--- config.mk ---
export PLATFORM = sky130hd
export DESIGN_NAME = dm_store_buffer
export DESIGN_NICKNAME = d
export VERILOG_FILES = /design/src/rtl/dm_store_buffer.sv
export SDC_FILE = /design/constraint.sdc
export NUM_CORES = 1
export LEC_CHECK = 0
export ABC_CLOCK_PERIOD_IN_PS = 5900
export BUFFER_PORTS_ARGS = -buffer_cell sky130_fd_sc_hd__buf_2
export CAP_MARGIN = 25
export CORE_MARGIN = 4
export CORE_UTILIZATION = 50
export DETAILED_ROUTE_END_ITERATION = 10
export GPL_TIMING_DRIVEN = 0
export PLACE_DENSITY = 0.79
export SYNTH_ARGS = -nofsm -noshare
export SYNTH_HDL_FRONTEND = slang
export SYNTH_SLANG_ARGS = --single-unit
--- constraint.sdc ---
create_clock -name clk -period 5.9 [get_ports clk]
set_clock_uncertainty 0.2 [all_clocks]
set_input_delay 1.18 -clock clk [delete_from_list [all_inputs] [get_ports clk]]
set_output_delay 1.18 -clock clk [all_outputs]
set_load 0.05 [all_outputs]
--- src/rtl/dm_store_buffer.sv ---
// dm_store_buffer: in-order FIFO of word stores between the MEM stage and data
// memory. Illegal stores are rejected at entry, and loads forward data from the
// youngest matching entry that is still buffered.
module dm_store_buffer #(
    parameter int unsigned DEPTH  = 4,
    parameter int unsigned CNT_W  = 3,
    parameter logic [31:0] DM_TOP = 32'h0000_2fff
) (
    input  logic             clk,
    input  logic             reset,
    input  logic             st_valid,
    output logic             st_ready,
    input  logic [31:0]      st_addr,
    input  logic [31:0]      st_data,
    input  logic [31:0]      st_pc,
    output logic             st_err,
    output logic [31:0]      st_err_pc,
    input  logic [31:0]      ld_addr,
    output logic             ld_hit,
    output logic [31:0]      ld_data,
    input  logic             drain_en,
    output logic             dm_wr,
    output logic [31:0]      dm_addr,
    output logic [31:0]      dm_wd,
    output logic [31:0]      dm_pc,
    output logic [CNT_W-1:0] count,
    output logic             empty,
    output logic             full
);

    localparam int unsigned PTR_W = CNT_W - 1;

    logic [29:0]      addr_q [DEPTH];
    logic [31:0]      data_q [DEPTH];
    logic [31:0]      pc_q   [DEPTH];
    logic [DEPTH-1:0] valid_q;
    logic [PTR_W-1:0] head;
    logic [PTR_W-1:0] tail;

    logic legal;
    logic push;
    logic reject;
    logic pop;

    // Byte-offset bits of a load address do not take part in the word match.
    logic ld_addr_unused;
    assign ld_addr_unused = ^ld_addr[1:0];

    // Handshake, legality and drain decisions; status comes from the registered count.
    always_comb begin
        empty    = (count == '0);
        full     = (count == CNT_W'(DEPTH));
        st_ready = !full;
        legal    = (st_addr[1:0] == 2'b00) && (st_addr <= DM_TOP);
        push     = st_valid && st_ready && legal;
        reject   = st_valid && st_ready && !legal;
        pop      = !empty && drain_en;
        dm_wr    = pop;
        dm_addr  = {addr_q[head], 2'b00};
        dm_wd    = data_q[head];
        dm_pc    = pc_q[head];
    end

    // Pointers, valid bits, occupancy and the error pulse.
    always_ff @(posedge clk or negedge reset) begin
        if (!reset) begin
            head      <= '0;
            tail      <= '0;
            valid_q   <= '0;
            count     <= '0;
            st_err    <= 1'b0;
            st_err_pc <= '0;
        end else begin
            st_err <= reject;
            if (reject) begin
                st_err_pc <= st_pc;
            end
            if (push) begin
                tail          <= tail + PTR_W'(1);
                valid_q[tail] <= 1'b1;
            end
            if (pop) begin
                head          <= head + PTR_W'(1);
                valid_q[head] <= 1'b0;
            end
            case ({push, pop})
                2'b10:   count <= count + CNT_W'(1);
                2'b01:   count <= count - CNT_W'(1);
                default: count <= count;
            endcase
        end
    end

    // Entry payload; meaningful only where the matching valid bit is set.
    always_ff @(posedge clk) begin
        if (push) begin
            addr_q[tail] <= st_addr[31:2];
            data_q[tail] <= st_data;
            pc_q[tail]   <= st_pc;
        end
    end

    // Forwarding: walk oldest to youngest so the youngest match overwrites earlier ones.
    always_comb begin
        logic [PTR_W-1:0] idx;
        idx     = '0;
        ld_hit  = 1'b0;
        ld_data = '0;
        for (int unsigned i = 0; i < DEPTH; i++) begin
            idx = head + PTR_W'(i);
            if (valid_q[idx] && (addr_q[idx] == ld_addr[31:2])) begin
                ld_hit  = 1'b1;
                ld_data = data_q[idx];
            end
        end
    end

endmodule

Word-level counts from Yosys, hierarchy flattened
Memories as Yosys holds them, arrays and structs flattened.
Cells that the tools add are included.
{"block": "totals", "regBits": 44, "mem_bits_rw": 376, "input_bits": 132, "out_inout_bits": 169, "word_cells": 75, "memories": 3}
{"memory": "data_q", "words": 4, "width": 32, "read_ports": 4, "rd_clocked_by_memory_dff": 0, "wr": 1, "line": "34", "text": "logic [31:0] data_q [DEPTH];"}
{"memory": "pc_q", "words": 4, "width": 32, "read_ports": 1, "rd_clocked_by_memory_dff": 0, "wr": 1, "line": "35", "text": "logic [31:0] pc_q [DEPTH];"}
{"memory": "addr_q", "words": 4, "width": 30, "read_ports": 4, "rd_clocked_by_memory_dff": 0, "wr": 1, "line": "33", "text": "logic [29:0] addr_q [DEPTH];"}
{"block": "op_classes", "addsub": 6, "n_lt_le_gt_ge": 8, "n_eq_ne": 7, "mux": 25, "bitwise": 3, "reduce_logical": 17}
{"operator": "two-way mux 32 bit", "n": 4}
{"operator": "equality test 30 bit", "n": 4}
{"operator": "<= comparator 32 x 14 -> 1 bit, second input constant", "n": 1}
{"operator": "less-than comparator 2 x 3 -> 1 bit, second input constant", "n": 5}
{"operator": "two-way mux 1 bit", "n": 12}
{"operator": "logical AND 1 bit", "n": 11}
{"operator": "binary-select mux 1 bit (select 2 bit)", "n": 4}
{"operator": "two-way mux 4 bit", "n": 2}
{"operator": "one-hot mux 3 bit (2 select lines)", "n": 1}
{"operator": "adder 2 x 1 -> 2 bit, second input constant", "n": 2}
{"operator": "adder 2 bit, second input constant", "n": 2}
{"operator": "AND 4 bit", "n": 1}
{"operator": "demux 1 bit (select 2 bit)", "n": 2}
{"operator": ">= comparator 2 x 1 -> 1 bit, second input constant", "n": 2}
{"operator": "inverter 4 bit", "n": 1}
{"operator": "bitwise OR 4 bit", "n": 1}
{"operator": "adder 3 x 1 -> 3 bit, second input constant", "n": 1}
{"operator": "equality test 3 bit, second input constant", "n": 1}
{"operator": "zero test 1 bit", "n": 3}
{"operator": "zero test 3 bit", "n": 1}
{"operator": "subtractor 3 x 1 -> 3 bit, second input constant", "n": 1}
{"operator": "equality test 2 x 1 -> 1 bit, second input constant", "n": 1}
{"operator": "equality test 2 bit, second input constant", "n": 1}
{"operator": "zero test 2 bit", "n": 1}
{"operator": "nonzero test 2 bit", "n": 1}

Depth between registers and ports, before layout
{"block": "logic_depth", "ltp_word": 8, "depth_mapped": 21}

Least setup slack after synthesis
OpenSTA, ideal clock, no wires.
{"block": "synth_timing", "path_kind": "register to output", "from": "register head[1]", "to": "output ld_data[15]", "arrival_time_ns": 4.880, "slack_ns": -0.360, "stages_incl_launch_ff": 19, "n_path_buf": 10, "path_cell_list": "dfrtp_1 -> buf_2 -> inv_1 -> buf_2 -> buf_1 -> clkbuf_1 -> ha_1 -> buf_6 -> buf_6 -> buf_6 -> buf_4 -> mux4_2 -> xnor2_1 -> nor4_1 -> o21ai_0 -> or4_4 -> buf_6 -> buf_6 -> o22ai_1"}
{"block": "synth_via", "elab_chain_len": 7, "word_cells_on_any_way": 25}
{"element": "start, declared", "line": "37", "text": "logic [PTR_W-1:0] head;"}
{"element": "start signal, assigned", "line": "83", "text": "head <= head + PTR_W'(1);"}
{"element": "adder 2 x 1 -> 2 bit, or another cell as far along", "line": "110", "text": "idx = head + PTR_W'(i);"}
{"element": "memory (4 x 30 bit), or another cell as far along"}
{"element": "equality test 30 bit, or another cell as far along", "line": "111", "text": "if (valid_q[idx] && (addr_q[idx] == ld_addr[31:2])) begin"}
{"element": "logical AND 1 bit or two-way mux 32 bit (tied branches)", "line": "111"}
{"element": "two-way mux 32 bit (2 in series)", "line": "111"}
{"element": "two-way mux 32 bit *", "line": "111"}
{"element": "end, declared", "line": "20", "text": "output logic [31:0] ld_data,"}
Every way passes the cells marked *; elsewhere a longest branch is shown, timed or not. The select of a mux whose other input is x is not followed.

Worst setup path in the final report
{"block": "layout_timing", "from": "register head[1]", "to": "output ld_data[8]"}
The elaborated chain is that of the path after synthesis.

==> results.cfg <==
[timing]
finalWorstSetupSlack_ps = -469
period_needed_ps = 6370
hold_viol = 0
rsz0062_at_grt = true
setup_viol = 33
maxSlewViolCount = 0
worst_pin_slew_ps = 944
tns_ps = -12670
fmax_mhz = 157
post-route-period-util_pct = 108
slew_headroom_pct = 37.0

[yosys]
ys.flop_type = edfxtp_1
yosys_warnings = 0
synthArstFlopShare_pct = 10.5
ys_seq_elements = 420
synth_area_um2 = 23000
synth-edff-count = 376
synth.avg_cell_area_um2 = 14.5
ys_types = 67
synth.top_cell.area_share_pct = 49.0
yosysSeqAreaShare_pct = 53.8
syn_inst = 1586
synth_top_area_cell = edfxtp_1
synthTopCellsByArea = edfxtp_1, mux4_2, mux2i_1

[global_routing]
grt_pass1_wl_mm = 115
grt_max_degree = 54
antenna_found_initial = 7
grt_pass1_vias = 17100
grt_overflow = 0
grt_usage_pct = 31.1

[setup_path]
path_cells = buf_6 -> inv_8 -> buf_12 -> buf_12 -> ha_4 -> buf_12 -> buf_8 -> mux4_2 -> a22o_1 -> a311o_1 -> a2111oi_4 -> and4_1 -> buf_6 -> buf_12 -> buf_12 -> mux2i_4 -> nor3_4 -> o22a_1 -> buf_6
path_buf_inv = 10
start_kind = flip-flop
r2r_cells = 15
cp_data_required_time_ps = 4520
critPathTopFamily = compound AO/OA/AOI/OAI gates
path_max_fanout = 6
max_stage_delay_ps = 480
r2r-end = head[1]$_DFFE_PN0P_
r2r_slack_ps = 2240
crit_slowest_cell = mux4_2
crit_top_cell = buf_12
crit_path_end_kind = output port
crit_type = flip-flop to output port
r2r_start = head[1]$_DFFE_PN0P_
arrival_ps = 4990

[floorplan]
pin_count = 301
die_w_um = 223
placementRows = 78
die_y_um = 223
start_util_pct = 50.6
core-area_um2 = 45500
die-area_um2 = 49600

[cts]
cts_tree = yes
clk_path_buf_depth = 3
cts_hold_buf = 0
path_clk_slew_ps = 60
cts-root-buf = clkbuf_16
clock_latency_ps = 590
cts.htree.levels = 2
cts_sinks = 420
cts-buffers-inserted = 44

[detailed_routing]
drc = 0
dr.pass1.iters = 6
post_drt_via_cell_ratio = 6.58
wl_per_cell_um = 30.3
highest_layer = met5
first_iter_violations = 2271
wl_met1_mm = 30.6
wl_met2_mm = 37.1
ant_nets = 0
routed-wl-met3_mm = 7.88
drt_wl_total_mm = 79.3
num_vias = 17200

[finish]
nFillCells = 3435
drive_gt1_share_pct = 37.5
synthToLayoutAreaGrowth_pct = 22.8
nets = 2117
final_util_pct = 62.2

[power_and_ir_drop]
p_clk_share_pct = 18.4
p_int_mw = 8.34
leakage_nw = 10.5
p_switching_mw = 6.90
sw_frac_of_total_pct = 45.3
total_power_mw = 15.2
seq_power_share_pct = 22.2
ir_drop_mv = 0.426
p_per_area_nw_per_um2 = 539
pwr-share-comb_pct = 59.5

[status]
status = finished with violations
violations = setup timing

[placement]
gp_congestion = 1.04
dp_hpwl_mm = 55.1
port_buffers = 281
place_ws_ps = -1950

[worst_hold_path]
worstHoldStart = st_err_pc[15]$_DFFE_PN0P_
hold_path.class = flip-flop to flip-flop
hold_end = st_err_pc[15]$_DFFE_PN0P_
hold_depth = 2

[run]
cap_violations = 0
==> kinds of logic after synthesis <==
logic type	after synthesis	synth area share, %
xor+xnor	91	3.46
fa+ha+maj	10	0.576
other cells	1	0.0163
flops	420	53.8
buf+inv	163	3.80
mux	377	25.7
simple gates	288	5.71
compound gates	236	6.94
==> worst reg2reg max path: stages, from the launching register on <==
cell	delay, ps
dfrtp_1	380
buf_6	140
inv_8	40
buf_12	120
buf_12	130
ha_4	270
buf_12	140
buf_16	160
buf_12	130
buf_4	120
buf_6	210
buf_6	230
clkdlybuf4s15_2	510
clkbuf_1	590
nand2_1	100
o21ai_0	110
==> power groups by stage <==
stage               clock network, mW  registers [mW]  logic (mW)
detailed placement                  0            3.44        8.07
global placement                    0            3.44        7.99
CTS                              2.82            3.38        8.79
global route                     2.96            3.39        9.35
finish                           2.80            3.38        9.06
floorplan                           0            3.73        5.59
==> stage by stage <==
| stage | std cells | instance area [um2] | hold slack (ps) |
|---|---|---|---|
| floorplan | 1587 | 23100 | 356 |
| global placement | 2468 | 25200 | 256 |
| detailed placement | 2473 | 25400 | 257 |
| CTS | 2591 | 27900 | 272 |
| global route | 2614 | 28300 | 285 |
| finish | 2615 | 28300 | 273 |
==> area by class of cell <==
cell class | instances | area (um2) | area share (%)
Buffer | 122 | 945 | 3.34
Inverter | 38 | 161 | 0.571
Multi-Input combinational cell | 1005 | 10200 | 36.1
Timing Repair Buffer | 344 | 2350 | 8.31
Clock inverter | 22 | 243 | 0.858
Antenna cell | 6 | 15.0 | 0.0531
Sequential cell | 420 | 12400 | 43.8
Clock buffer | 58 | 1220 | 4.33
Tap cell | 600 | 751 | 2.65
==> synth_stat cells (34+ instances only) <==
cell	number
o21ai_0	44
nor3_1	35
mux4_2	165
xnor2_1	68
a21oi_1	60
clkbuf_1	46
mux2i_1	175
inv_1	38
dfrtp_1	44
nor2_1	67
mux2_2	34
nand2_1	126
edfxtp_1	376
==> what timing repair did <==
action,4_1_cts,5_1_grt
gates resized for setup,174,48
buffers inserted,34,17
pin swaps,27,28
endpoints found under the setup margin,65,65
hold endpoints to repair,0,0
cloned,4,1
==> cells in the final DEF (no fill, tap or decap), types with 6 or more instances in the layout <==
master / n
o211ai_1: 8
mux2_2: 33
buf_4: 53
a22oi_1: 8
a31oi_1: 6
a22o_1: 8
buf_16: 7
o22ai_2: 7
o22ai_1: 11
nand4_1: 12
nand2_1: 126
mux2i_2: 12
a211oi_1: 6
nand3_1: 10
ha_1: 8
a21oi_1: 60
o21ai_0: 43
o22a_1: 26
nor2_1: 66
mux4_2: 165
buf_1: 13
xnor2_1: 62
inv_1: 35
edfxtp_1: 376
clkinv_2: 7
xor2_1: 21
dfrtp_1: 44
nor3_1: 28
buf_12: 19
nor4_1: 8
clkbuf_1: 47
o21ai_1: 6
buf_6: 53
clkbuf_16: 46
xnor2_2: 6
mux2i_1: 160
buf_8: 8
a2bb2oi_1: 7
buf_2: 263
diode_2: 6
==> flip-flops by register name, summed over array words and instances (netlist names) <==
signal	flops
head	2
data_q	128
pc_q	128
st_err_pc	32
addr_q	120
valid_q	4
count	3
st_err	1
tail	2
==> routing by layer <==
| layer | vias to the layer above | track usage (%) |
|---|---|---|
| met2 | 1246 | 49.6 |
| met4 | 4 | 12.4 |
| li1 | 7074 | - |
| met1 | 8665 | 42.8 |
| met3 | 218 | 5.79 |
| met5 | - | 0 |
==> how the worst max path moves through the flow <==
| stage | slack [ps] | cells past startpoint | endpoint | from |
|---|---|---|---|---|
| 3_5_place_dp | -1950 | 18 | ld_data[8] | head[1]$_DFFE_PN0P_ |
| 4_1_cts | -500 | 20 | ld_data[8] | head[0]$_DFFE_PN0P_ |
| 5_1_grt | -480 | 19 | ld_data[8] | head[1]$_DFFE_PN0P_ |
| 6_report | -470 | 19 | ld_data[8] | head[1]$_DFFE_PN0P_ |
| 3_3_place_gp | -1930 | 18 | ld_data[8] | head[1]$_DFFE_PN0P_ |
| 2_1_floorplan | 110 | 18 | ld_data[15] | head[1]$_DFFE_PN0P_ |
(Power assumes the default switching activity.)
